$ cat config.mk
export PLATFORM = sky130hd
export DESIGN_NAME = data_splitter
export DESIGN_NICKNAME = d
export VERILOG_FILES = /design/src/rtl/data_splitter.sv
export SDC_FILE = /design/constraint.sdc
export NUM_CORES = 1
export LEC_CHECK = 0
export CORE_MARGIN = 4
export CORE_UTILIZATION = 60
export CTS_CLUSTER_SIZE = 10
export DETAILED_ROUTE_END_ITERATION = 8
export DONT_BUFFER_PORTS = 1
export HOLD_SLACK_MARGIN = 0.03
export PLACE_DENSITY_LB_ADDON = 0.12
export RECOVER_POWER = 50
export SYNTH_ARGS = -nofsm -noshare
export SYNTH_HDL_FRONTEND = slang
export SYNTH_SLANG_ARGS = --single-unit
$ cat constraint.sdc
create_clock -name clk -period 3.6 [get_ports clk]
set_clock_uncertainty 0.15 [all_clocks]
set_input_delay 0.36 -clock clk [delete_from_list [all_inputs] [get_ports clk]]
set_output_delay 0.36 -clock clk [all_outputs]
set_load 0.01 [all_outputs]
$ cat src/rtl/data_splitter.sv
// rtl/data_splitter.sv - splits an aligned word pair onto two independently drained FIFO channels
// Both halves are written together; each channel pops on its own valid/ready handshake.
module data_splitter #(
  parameter int WIDTH_FIFO = 8,
  parameter int DEPTH      = 8
) (
  input  logic                  clk,
  input  logic                  rst,
  input  logic [WIDTH_FIFO-1:0] data_1st_i,
  input  logic [WIDTH_FIFO-1:0] data_2d_i,
  input  logic                  vld_i,
  output logic                  rdy_o,
  output logic [WIDTH_FIFO-1:0] data_1st_o,
  output logic                  vld_1st_o,
  input  logic                  rdy_1st_i,
  output logic [WIDTH_FIFO-1:0] data_2d_o,
  output logic                  vld_2d_o,
  input  logic                  rdy_2d_i,
  output logic [1:0]            statuses_o,
  output logic                  drop_o
);
  localparam int PTR_W = $clog2(DEPTH);
  localparam int CNT_W = PTR_W + 1;
  localparam logic [CNT_W-1:0] FULL_CNT = CNT_W'(DEPTH);
  localparam logic [PTR_W-1:0] PTR_ONE  = PTR_W'(1);
  localparam logic [CNT_W-1:0] CNT_ONE  = CNT_W'(1);

  logic [WIDTH_FIFO-1:0] mem_1st [DEPTH];
  logic [WIDTH_FIFO-1:0] mem_2d  [DEPTH];
  logic [PTR_W-1:0]      wptr_1st, rptr_1st, wptr_2d, rptr_2d;
  logic [CNT_W-1:0]      count_1st, count_2d;
  logic                  full_1st, full_2d;
  logic                  push, pop_1st, pop_2d;
  logic                  drop;

  // Readiness comes from registered counts only, so a same-cycle pop never frees a slot.
  assign full_1st   = (count_1st == FULL_CNT);
  assign full_2d    = (count_2d == FULL_CNT);
  assign rdy_o      = !full_1st && !full_2d;
  assign push       = vld_i && rdy_o;
  assign statuses_o = {full_2d, full_1st};
  assign drop_o     = drop;

  assign vld_1st_o  = (count_1st != '0);
  assign vld_2d_o   = (count_2d != '0);
  assign pop_1st    = vld_1st_o && rdy_1st_i;
  assign pop_2d     = vld_2d_o && rdy_2d_i;

  // Gating with valid keeps stale memory contents off the outputs after reset.
  assign data_1st_o = vld_1st_o ? mem_1st[rptr_1st] : '0;
  assign data_2d_o  = vld_2d_o ? mem_2d[rptr_2d] : '0;

  always_ff @(posedge clk) begin
    if (push) begin
      mem_1st[wptr_1st] <= data_1st_i;
      mem_2d[wptr_2d]   <= data_2d_i;
    end
  end

  always_ff @(posedge clk) begin
    if (rst) begin
      wptr_1st  <= '0;
      rptr_1st  <= '0;
      count_1st <= '0;
    end else begin
      if (push) wptr_1st <= wptr_1st + PTR_ONE;
      if (pop_1st) rptr_1st <= rptr_1st + PTR_ONE;
      case ({push, pop_1st})
        2'b10:   count_1st <= count_1st + CNT_ONE;
        2'b01:   count_1st <= count_1st - CNT_ONE;
        default: count_1st <= count_1st;
      endcase
    end
  end

  always_ff @(posedge clk) begin
    if (rst) begin
      wptr_2d  <= '0;
      rptr_2d  <= '0;
      count_2d <= '0;
    end else begin
      if (push) wptr_2d <= wptr_2d + PTR_ONE;
      if (pop_2d) rptr_2d <= rptr_2d + PTR_ONE;
      case ({push, pop_2d})
        2'b10:   count_2d <= count_2d + CNT_ONE;
        2'b01:   count_2d <= count_2d - CNT_ONE;
        default: count_2d <= count_2d;
      endcase
    end
  end

  always_ff @(posedge clk) begin
    if (rst) begin
      drop <= 1'b0;
    end else if (vld_i && !rdy_o) begin
      drop <= 1'b1;
    end
  end
endmodule

==> metrics.txt <==
Residual DRC 0; final std cells w/o fill 550; drt via density 5.762; WP data required 3.89 ns; drt wl/cell 20.41 µm; Tmin final 3.150 ns; maximum buffer depth of the clock tree 2; relative max-transition margin 26.71%; Worst-path clk slew 0.06 ns; critical path peak fanout 9; pre-CTS setup slack 0.5127 ns; Max Freq 317.5 MHz; critical path's slowest cell clkbuf_1; Clock power frac 33.1%; Crit Path Category reg2reg; Worst VDD drop 0.0004198 V; Largest stage delay, worst path 0.49 ns; die area 12220 µm²; Antenna Nets Post-Route 0; via count 3169; DP HPWL 6.969 mm; total CTS buffers 17; unrepaired setup endpoints after global routing false; reg-to-reg endpoint count_2d[2]$_SDFFE_PP0P_; P per Cell Area 723.3 nW/µm²; Worst EP arrival 3.44 ns; first-pass GRT wire length 18.73 mm; initial core utilization 61.41%; Pins Over Slew Limit 0; Yosys reg bits 155; die height 110.6 µm; Hold Fails Final Rpt 0; post_cts resized 0; Worst setup SP type flop; ys async rst share 0%; Pleak 0.002426 µW; DP Area 6534 µm²; final net count 432; row cnt 37; Horiz. Die Dim 110.6 µm; most common cell after layout, fill and taps aside edfxtp_1; reg2reg start count_2d[2]$_SDFFE_PP0P_; cell chain of the critical path nor4_4, clkbuf_1, inv_2, and2_4, ha_1, xor2_1, ha_1, a21oi_1, xor2_1, or3_2, a21oi_1; n_diodes 0; core area 10280 µm²; beginning of the worst hold path vld_i; GPL Wtd Cong 0.6950; placed cells 497; sequential fraction of the synthesis area 69.47%; Port Buf Inserts 0; Root Buffer clkbuf_8; total wire length 11.23 mm; final setup TNS 0 ns; clock sinks 155; sw frac 29.17%; Mean Syn Cell Area 17.29 µm²; WHS Path Cells 2; Worst Hold Path EP mem_2d[4][0]$_DFFE_PP_; Fill cells 661; final worst setup slack 0.4504 ns; Post-Syn Instances 365; max-cap violations 0; Switching Power 1542 µW; Flop pwr share 43.3%; Synth Flop Type edfxtp_1; first drt pass iteration count 5; total global-route track usage 20.40%; number of synthesized flops with an enable pin 128; status complete, no violations; Worst-Skew Late Latency 0.53 ns; post-synth cell types 39; layout cells sized above 1 22.22%; Post-Synthesis Cell Area 6311 µm²; Iteration-0 DRC Markers 238; Tightest Pin Transition 1.090 ns; most frequent cells in the layout edfxtp_1, nor2_1, mux4_2; Syn-to-layout area delta 15.76%; Max H-tree Level 4; # hold bufs at CTS 21; setup bufs post-CTS 0; Hold Crit Class in2reg; combinational share of power 23.6%; largest net degree at the start of global routing 26; Mapped Nets 396; TritonCTS clock tree done; Worst Setup End Kind flop; Power Total 5284 µW; initial antenna violation count 0; fin area 7306 µm²; reg2reg setup slack 0.45 ns; Reg2Reg Depth 11; Tcrit/Tclk final 87.49%; vias in the first global route 3392; Yosys warning total 0; Final Setup Violations 0; I/O pins 43; gr ovfl total 0; Int Power 3743 µW
routing by layer:
layer,wire length [µm],vias to the layer above,track usage (%),part of all wire (%)
li1,-,1482,-,-
met1,4747,1579,27.80,42
met2,5654,93,32.28,50
met3,643,15,5.041,5.7
met4,180,0,7.553,1.6
met5,0,-,0,0
per-stage QoR:
stage               hold WS, ns  utilization, %
finish                  0.08027           71.09
global route            0.08300           71.09
CTS                     0.06107           71.55
detailed placement       0.2846           63.57
global placement         0.2820           63.57
floorplan                0.3089               -
state kept, by name, summed over array words and instances (netlist names), named ones only:
register,count
mem_2d,64
count_2d,4
rptr_2d,3
mem_1st,64
wptr_1st,3
wptr_2d,3
rptr_1st,3
count_1st,4
drop_o,1
Yosys cell counts, drive strengths merged, types with 2 or more instances:
master	number	area (µm²)
edfxtp	128	3844
nor2	37	138.9
mux4	32	720.7
dfxtp	27	540.5
mux2i	21	210.2
buf	16	102.6
ha	10	125.1
nand2	10	37.54
nor3	10	50.05
xor2	9	78.83
a21oi	8	40.04
clkbuf	8	32.53
nor4	8	80.08
nand3	6	30.03
o21ai	5	25.02
xnor2	5	58.81
inv	4	15.01
nor2b	3	18.77
nor4b	3	38.79
nor4bb	3	30.03
and2	2	15.02
mux2	2	22.52
nand2b	2	12.51
or3	2	13.77
worst max-delay path: cells and delay by family (launching register included):
family                     cells  cell delay, ns
and+or+nand+nor                3            0.91
DFF                            1            0.39
adders and majority gates      2            0.43
AOI/OAI and AO/OA              2            0.30
buffers and inverters          2            0.63
xor gates and xnor gates       2            0.26
power by group through the flow:
stage / clock, µW / sequential [µW] / combinational (µW)
floorplan: 0 / 2250 / 1090
global placement: 0 / 2320 / 1260
detailed placement: 0 / 2340 / 1270
CTS: 1780 / 2300 / 1340
global route: 1870 / 2310 / 1400
finish: 1750 / 2290 / 1250
cells by family after synthesis:
| logic type | Yosys count | synth area share [%] |
|---|---|---|
| multiplexers | 55 | 15.11 |
| flip-flops | 155 | 69.47 |
| XOR/XNOR | 14 | 2.181 |
| adder cells (fa/ha/maj) | 10 | 1.983 |
| AO/OA/AOI/OAI | 14 | 1.150 |
| AND/OR/NAND/NOR | 89 | 7.732 |
| buffers and inverters | 28 | 2.379 |
cell type report:
cell class	instances	area (µm²)	area share [%]
Sequential cell	155	4384	60.01
Tap cell	136	170.2	2.329
Timing Repair Buffer	41	349.1	4.778
Clock buffer	24	546.8	7.484
Multi-Input combinational cell	182	1778	24.34
Clock inverter	8	62.56	0.8563
Inverter	4	15.01	0.2055
worst max path at each step:
stage	endpoint	cells past startpoint	start	slack, ns
after floorplan	count_2d[2]$_SDFFE_PP0P_	12	count_2d[1]$_SDFFE_PP0P_	0.86
after global placement	count_2d[2]$_SDFFE_PP0P_	9	count_2d[2]$_SDFFE_PP0P_	0.65
after detailed placement	count_2d[2]$_SDFFE_PP0P_	9	count_2d[2]$_SDFFE_PP0P_	0.51
after CTS	count_2d[2]$_SDFFE_PP0P_	9	count_2d[2]$_SDFFE_PP0P_	0.50
after global routing	count_1st[2]$_SDFFE_PP0P_	11	count_1st[0]$_SDFFE_PP0P_	0.17
final	count_2d[2]$_SDFFE_PP0P_	11	count_2d[2]$_SDFFE_PP0P_	0.45
Power figures use the tool's default switching activity.
